==> src/rtl/imm_ext_stage.sv <==
// Decode-side immediate extension with a 2-entry elastic output buffer.
// Head/tail registers carry {imm, tag, illegal}; a 3-state FSM tracks occupancy.
module imm_ext_stage #(
  parameter int XLEN  = 32,
  parameter int TAG_W = 32
) (
  input  logic             clk,
  input  logic             reset_n,
  input  logic             flush,
  input  logic             in_valid,
  output logic             in_ready,
  input  logic [24:0]      instr,
  input  logic [2:0]       imm_src,
  input  logic [TAG_W-1:0] in_tag,
  output logic             out_valid,
  input  logic             out_ready,
  output logic [XLEN-1:0]  imm_ext,
  output logic [TAG_W-1:0] out_tag,
  output logic             out_illegal
);

  if (XLEN != 32 && XLEN != 64) begin : gBadXlen
    $error("imm_ext_stage: XLEN must be 32 or 64");
  end

  typedef enum logic [1:0] {
    EMPTY = 2'd0,
    ONE   = 2'd1,
    FULL  = 2'd2
  } state_t;

  // instr[k] lives at ins[k-7]; signed fields sign-extend through the size cast.
  function automatic logic [XLEN-1:0] extendImm(input logic [24:0] ins,
                                                input logic [2:0]  src);
    logic signed [11:0] iImm;
    logic signed [11:0] sImm;
    logic signed [12:0] bImm;
    logic signed [20:0] jImm;
    logic signed [31:0] uImm;
    logic [XLEN-1:0]    res;
    iImm = ins[24:13];
    sImm = {ins[24:18], ins[4:0]};
    bImm = {ins[24], ins[0], ins[23:18], ins[4:1], 1'b0};
    jImm = {ins[24], ins[12:5], ins[13], ins[23:14], 1'b0};
    uImm = {ins[24:5], 12'b0};
    case (src)
      3'b000:  res = XLEN'(iImm);
      3'b001:  res = XLEN'(sImm);
      3'b010:  res = XLEN'(bImm);
      3'b011:  res = XLEN'(jImm);
      3'b100:  res = XLEN'(uImm);
      3'b101:  res = XLEN'(ins[12:8]);
      3'b110:  res = XLEN'(ins[24:13]);
      default: res = '0;
    endcase
    return res;
  endfunction

  state_t state, stateNext;
  logic   inReadyReg;
  logic   push, pop;
  logic   loadHead, loadTail, promote;

  // ---- stage p0: combinational extension of the incoming instruction
  logic [XLEN-1:0] immNew_p0;
  logic            illNew_p0;

  assign immNew_p0 = extendImm(instr, imm_src);
  assign illNew_p0 = (imm_src == 3'b111);

  // ---- stage p1: buffered entries and occupancy control
  logic [XLEN-1:0]  headImm_p1, tailImm_p1;
  logic [TAG_W-1:0] headTag_p1, tailTag_p1;
  logic             headIll_p1, tailIll_p1;
  logic             vld_p1;

  assign vld_p1 = (state != EMPTY);
  assign push   = in_valid && in_ready;
  assign pop    = vld_p1 && out_ready;

  always_comb begin
    stateNext = state;
    loadHead  = 1'b0;
    loadTail  = 1'b0;
    promote   = 1'b0;
    case (state)
      EMPTY: begin
        if (push) begin
          stateNext = ONE;
          loadHead  = 1'b1;
        end
      end
      ONE: begin
        case ({push, pop})
          2'b10: begin
            stateNext = FULL;
            loadTail  = 1'b1;
          end
          2'b01: stateNext = EMPTY;
          2'b11: loadHead = 1'b1;
          default: stateNext = ONE;
        endcase
      end
      FULL: begin
        if (pop) begin
          stateNext = ONE;
          promote   = 1'b1;
        end
      end
      default: stateNext = EMPTY;
    endcase
    // Flush wins over any concurrent push or pop; storage keeps its stale value.
    if (flush) begin
      stateNext = EMPTY;
      loadHead  = 1'b0;
      loadTail  = 1'b0;
      promote   = 1'b0;
    end
  end

  always_ff @(posedge clk or negedge reset_n) begin
    if (!reset_n) begin
      state      <= EMPTY;
      inReadyReg <= 1'b1;
    end else begin
      state      <= stateNext;
      inReadyReg <= (stateNext != FULL);
    end
  end

  always_ff @(posedge clk or negedge reset_n) begin
    if (!reset_n) begin
      headImm_p1 <= '0;
      headTag_p1 <= '0;
      headIll_p1 <= 1'b0;
      tailImm_p1 <= '0;
      tailTag_p1 <= '0;
      tailIll_p1 <= 1'b0;
    end else begin
      if (loadHead) begin
        headImm_p1 <= immNew_p0;
        headTag_p1 <= in_tag;
        headIll_p1 <= illNew_p0;
      end else if (promote) begin
        headImm_p1 <= tailImm_p1;
        headTag_p1 <= tailTag_p1;
        headIll_p1 <= tailIll_p1;
      end
      if (loadTail) begin
        tailImm_p1 <= immNew_p0;
        tailTag_p1 <= in_tag;
        tailIll_p1 <= illNew_p0;
      end
    end
  end

  assign in_ready    = inReadyReg;
  assign out_valid   = vld_p1;
  assign imm_ext     = headImm_p1;
  assign out_tag     = headTag_p1;
  assign out_illegal = headIll_p1;

endmodule

==> config.mk <==
export PLATFORM = sky130hd
export DESIGN_NAME = imm_ext_stage
export DESIGN_NICKNAME = d
export VERILOG_FILES = /design/src/rtl/imm_ext_stage.sv
export SDC_FILE = /design/constraint.sdc
export NUM_CORES = 1
export LEC_CHECK = 0
export ABC_CLOCK_PERIOD_IN_PS = 6000
export CAP_MARGIN = 25
export CORE_MARGIN = 10
export CORE_UTILIZATION = 55
export DETAILED_ROUTE_END_ITERATION = 10
export GPL_TIMING_DRIVEN = 0
export PLACE_DENSITY = 0.89
export SYNTH_ARGS = -nofsm -noshare
export SYNTH_HDL_FRONTEND = slang
export SYNTH_SLANG_ARGS = --single-unit
==> constraint.sdc <==
create_clock -name clk -period 6 [get_ports clk]
set_clock_uncertainty 0.05 [all_clocks]
set_input_delay 1.2 -clock clk [delete_from_list [all_inputs] [get_ports clk]]
set_output_delay 1.2 -clock clk [all_outputs]
set_load 0.01 [all_outputs]
# Word level (Yosys, flattened, before mapping)
# Cells that the tools add are included.
# word_totals
regBits	133
inputBits	65
# classes
n_eq_ne	13
mux	22
reduce_logical	6
# op_table
operator	n
one-hot mux 32 bit (7 select lines)	1
two-way mux 32 bit	4
equality test 3 bit, second input constant	4
one-hot mux 2 bit (3 select lines)	2
two-way mux 1 bit	11
equality test 2 bit, second input constant	3
equality test 3 x 2 -> 1 bit, second input constant	2
two-way mux 2 bit	3
equality test 2 x 1 -> 1 bit, second input constant	2
nonzero test 2 bit	2
equality test 3 x 1 -> 1 bit, second input constant	1
zero test 3 bit	1
logical AND 1 bit	2
zero test 2 bit	1
!= test 2 bit, second input constant	1
one-hot mux 1 bit (2 select lines)	1

# Logic depth before layout (Yosys ltp)
# depth
word_depth	7
ltp_mapped	7
depth_no_buf	4

# Worst setup path before layout
# No wires, ideal clock.
# synth_path
path_kind	input -> register
from	input port in_valid
to	register tailTag_p1[10]
setup_time_ns	0.125
arrival_ns	2.468
required_time_ns	5.825
path_slack_ns	3.357
cell_stages	5
n_path_buf	2
path_cell_list	nand2_1 > or4_4 > buf_6 > buf_6 > mux2_4
# synth_between
elab_chain_len	5
# synth_rtl
element	line	rtl
from (decl)	10	input logic in_valid,
logical AND 1 bit	78	assign push = in_valid && in_ready;
equality test 2 bit	94	case ({push, pop})
two-way mux 1 bit	94	
two-way mux 1 bit	86	case (state)
two-way mux 1 bit	113	if (flush) begin
to (signal assigned)	151	tailTag_p1 <= in_tag;
to (decl)	73	logic [TAG_W-1:0] headTag_p1, tailTag_p1;
# Every way passes these cells.
# A chain may end at the register's enable or synchronous reset.

# Worst setup path after layout
# layout_path
from	input port in_valid
to	register headTag_p1[15], in the netlist out_tag[15]
# layout_between
elab_chain_len	6
# layout_rtl
element	line	rtl
logical AND 1 bit (*)	78	
equality test 2 bit	94	
two-way mux 1 bit	94	
one-hot mux 1 bit (2 select lines) (*)	86	
two-way mux 1 bit (*)	113	
two-way mux 32 bit or nonzero test 2 bit (tied branches)	n/a	
to (signal assigned)	142	headTag_p1 <= in_tag;
to (signal assigned)	146	headTag_p1 <= tailTag_p1;
to (decl)	73	
# Mark *: on every way between the ends. The rest lies on a longest branch, timed or not.

==> results by group <==
Cells and area
  • Share of cells above drive strength 1: 0.1358
  • Diodes inserted: 0
  • Final nets: 781
  • Area growth from synthesis to layout: 33.63%
  • Final Cell Area: 8313 sq um
  • Final core occ: 0.7602
  • Non-Filler Instances: 869

Routing
  • First-pass iteration count of the detailed router: 5
  • DR vias/cell: 6.367
  • Initial DRC count: 767
  • Antenna viol nets, final: 0
  • Residual DRC count: 0
  • WL final: 19090 microns
  • Routed WL per cell: 21.97 microns
  • Vias: 5533

Die
  • Initial core utilization: 0.5689
  • Ports: 132
  • Die area: 15960 sq um
  • Die Y: 126.4 microns
  • Cell Rows: 38
  • Die Wd: 126.4 microns
  • Core area: 10940 sq um

GRT
  • Global-route wire length before repair: 30440 microns
  • Vias in the first global route: 5682
  • Initial antenna violation count: 0
  • Largest net degree at the start of global routing: 97
  • All-Layer GR Usage: 0.2343
  • Total global routing overflow: 0

Synth
  • Netlist cell types: 42
  • Mapped Area: 6221 sq um
  • YS warnings: 0
  • Syn Nets: 631
  • Register area share after synthesis: 0.5352
  • Syn Inst Count: 566
  • Top_reg_cell synth: dfrtp_1
  • Seq cells post-synth: 133
  • Syn avg cell area: 10.99 sq um
  • Number of synthesized flops with an enable pin: 0
  • Ys async rst share: 1.000

Setup path
  • Crit path required time: 6270 ps
  • Crit. End Element: flop
  • Data arrival time of the worst path: 3500 ps
  • Setup Crit Path Kind: primary input to flop
  • Crit Path Max Fanout: 10
  • Worst setup SP type: primary input

Timing
  • Post-layout minimum cycle time: 3228 ps
  • # setup viols final: 0
  • Fin. Hold Viols: 0
  • Final cycle utilization of the critical path: 0.5380
  • Final Max Tran Viols: 0
  • Setup TNS: 0 ps
  • Rel. slew slack: 0.4857
  • FMAX: 309.8 MHz
  • RSZ-0062 raised after global routing: false
  • Worst-Margin Slew: 765.0 ps
  • Final WS setup: 2772 ps

Pwr
  • P_leak: 3.582 nW
  • Pwr Density: 376.6 nW/um^2
  • Worst IR Drop VDD: 0.0002732 V

Clocking
  • Clock Tree Buf Depth: 2
  • Root Buffer: clkbuf_16
  • Cts repair resizes: 0
  • Clock latency on the worst-skew pair: 420 ps
  • TritonCTS buffer count: 17
  • TritonCTS clock tree: done
  • Hold-fix buffers, CTS: 0
  • Reg clk slew, reported paths: 50 ps
  • Clock Sinks: 133
  • Setup bufs post-CTS: 0
  • Htree depth: 4

Place
  • Dpl cell area: 7726 sq um
  • Post-DP HPWL: 13390 microns
  • Placer Congestion: 0.9510
  • Placed insts: 837
  • Setup WS pre-CTS: 2423 ps
  • Number of buffers added on ports: 130

Flow run
  • Count of max-cap constraint violations: 0

Worst hold path
  • Worst hold path type: flop to flop

Outcome
  • Status: finished clean
-- routing by layer --
metal  global-route usage  routed length (microns)  up-vias  part of all wire
met3              0.07289                     1763       62             0.092
li1                     -                        -     2397                 -
met5                    0                        0        -                 0
met2               0.3682                     8936      334              0.47
met4               0.1085                      685        0             0.036
met1               0.2897                     7708     2740              0.40
-- where the power goes --
part | switching [W] | total, W | internal [W]
clock network | 0.000366 | 0.00103 | 0.000666
registers | 0.000150 | 0.00128 | 0.00113
logic | 0.000358 | 0.000816 | 0.000459
total | 0.000874 | 0.00313 | 0.00226
-- synthesized netlist by cell type, types with 2 or more instances --
cell	instances	area, sq um
dfrtp_1	132	3303
o21ai_0	120	600.6
clkbuf_1	38	142.6
mux2_4	35	525.5
o22ai_1	33	206.5
nand2_1	32	120.1
a21oi_1	28	140.1
nor2b_1	15	93.84
nor2_1	13	48.80
mux2_2	11	123.9
mux2i_1	11	110.1
nor3_1	10	50.05
a2111oi_0	9	78.83
o2bb2ai_1	9	78.83
o22a_1	8	70.07
a2bb2oi_1	7	61.31
buf_2	7	35.03
buf_6	6	67.56
a22oi_1	5	37.54
inv_1	4	15.01
o221a_2	4	45.04
or3_1	4	25.02
o31ai_1	3	22.52
a21o_1	2	15.01
nand2b_1	2	12.51
nor3b_1	2	15.01
-- registers in the layout (all words and copies together) (netlist names) --
signal       cells
imm_ext         32
out_tag         32
state            2
tailImm_p1      32
out_illegal      1
tailIll_p1       1
in_ready         1
tailTag_p1      32
-- stage by stage --
step | hold WS (ps) | total power, W
final | 435.0 | 0.003131
after floorplan | 399.2 | 0.001656
after global routing | 457.5 | 0.003262
after CTS | 435.1 | 0.003132
after detailed placement | 421.8 | 0.002095
after global placement | 412.4 | 0.002042
-- kinds of logic after synthesis --
kind of cell | synth area share
AND/OR/NAND/NOR | 0.07140
multiplexers | 0.1221
buffers and inverters | 0.04183
flip-flops | 0.5352
AO/OA/AOI/OAI | 0.2281
XOR/XNOR | 0.001408
-- area by class of cell --
class | count | area [sq um]
Inverter | 4 | 15.01
Clock inverter | 4 | 70.07
Fill cell | 706 | 2623
Tap cell | 140 | 175.2
Multi-Input combinational cell | 378 | 2631
Sequential cell | 133 | 3329
Buffer | 51 | 245.2
Clock buffer | 28 | 516.7
Timing Repair Buffer | 131 | 1330
-- final timing paths --
path	start	to	slack (ps)	cells past startpoint
hold / removal	tailImm_p1[14]	tailImm_p1[14]	430	2
max in group asynchronous	reset_n	imm_ext[26]	4480	2
setup / recovery	in_valid	out_tag[15]	2770	6
min in group asynchronous	reset_n	tailTag_p1[19]	630	1
setup reg to reg	in_ready	out_tag[15]	3520	5
hold reg to reg	tailImm_p1[14]	tailImm_p1[14]	430	2
-- layout by cell type (no fill, tap or decap), types with 11 or more instances in the layout --
| cell | Yosys | layout |
|---|---|---|
| a21oi_1 | 28 | 28 |
| clkbuf_1 | 38 | 44 |
| clkbuf_16 | 0 | 17 |
| clkdlybuf4s50_1 | 0 | 129 |
| dfrtp_1 | 132 | 132 |
| mux2_2 | 11 | 11 |
| mux2_4 | 35 | 35 |
| mux2i_1 | 11 | 11 |
| nand2_1 | 32 | 32 |
| nor2_1 | 13 | 13 |
| nor2b_1 | 15 | 15 |
| o21ai_0 | 120 | 120 |
| o22ai_1 | 33 | 33 |
-- worst max-delay path, stage by stage --
cell and delay [ps]:
clkdlybuf4s50_1 490, nand2_1 200, nor4_2 700, clkbuf_1 450
o22ai_1 210, o21ai_0 240
(Power assumes the default switching activity.)
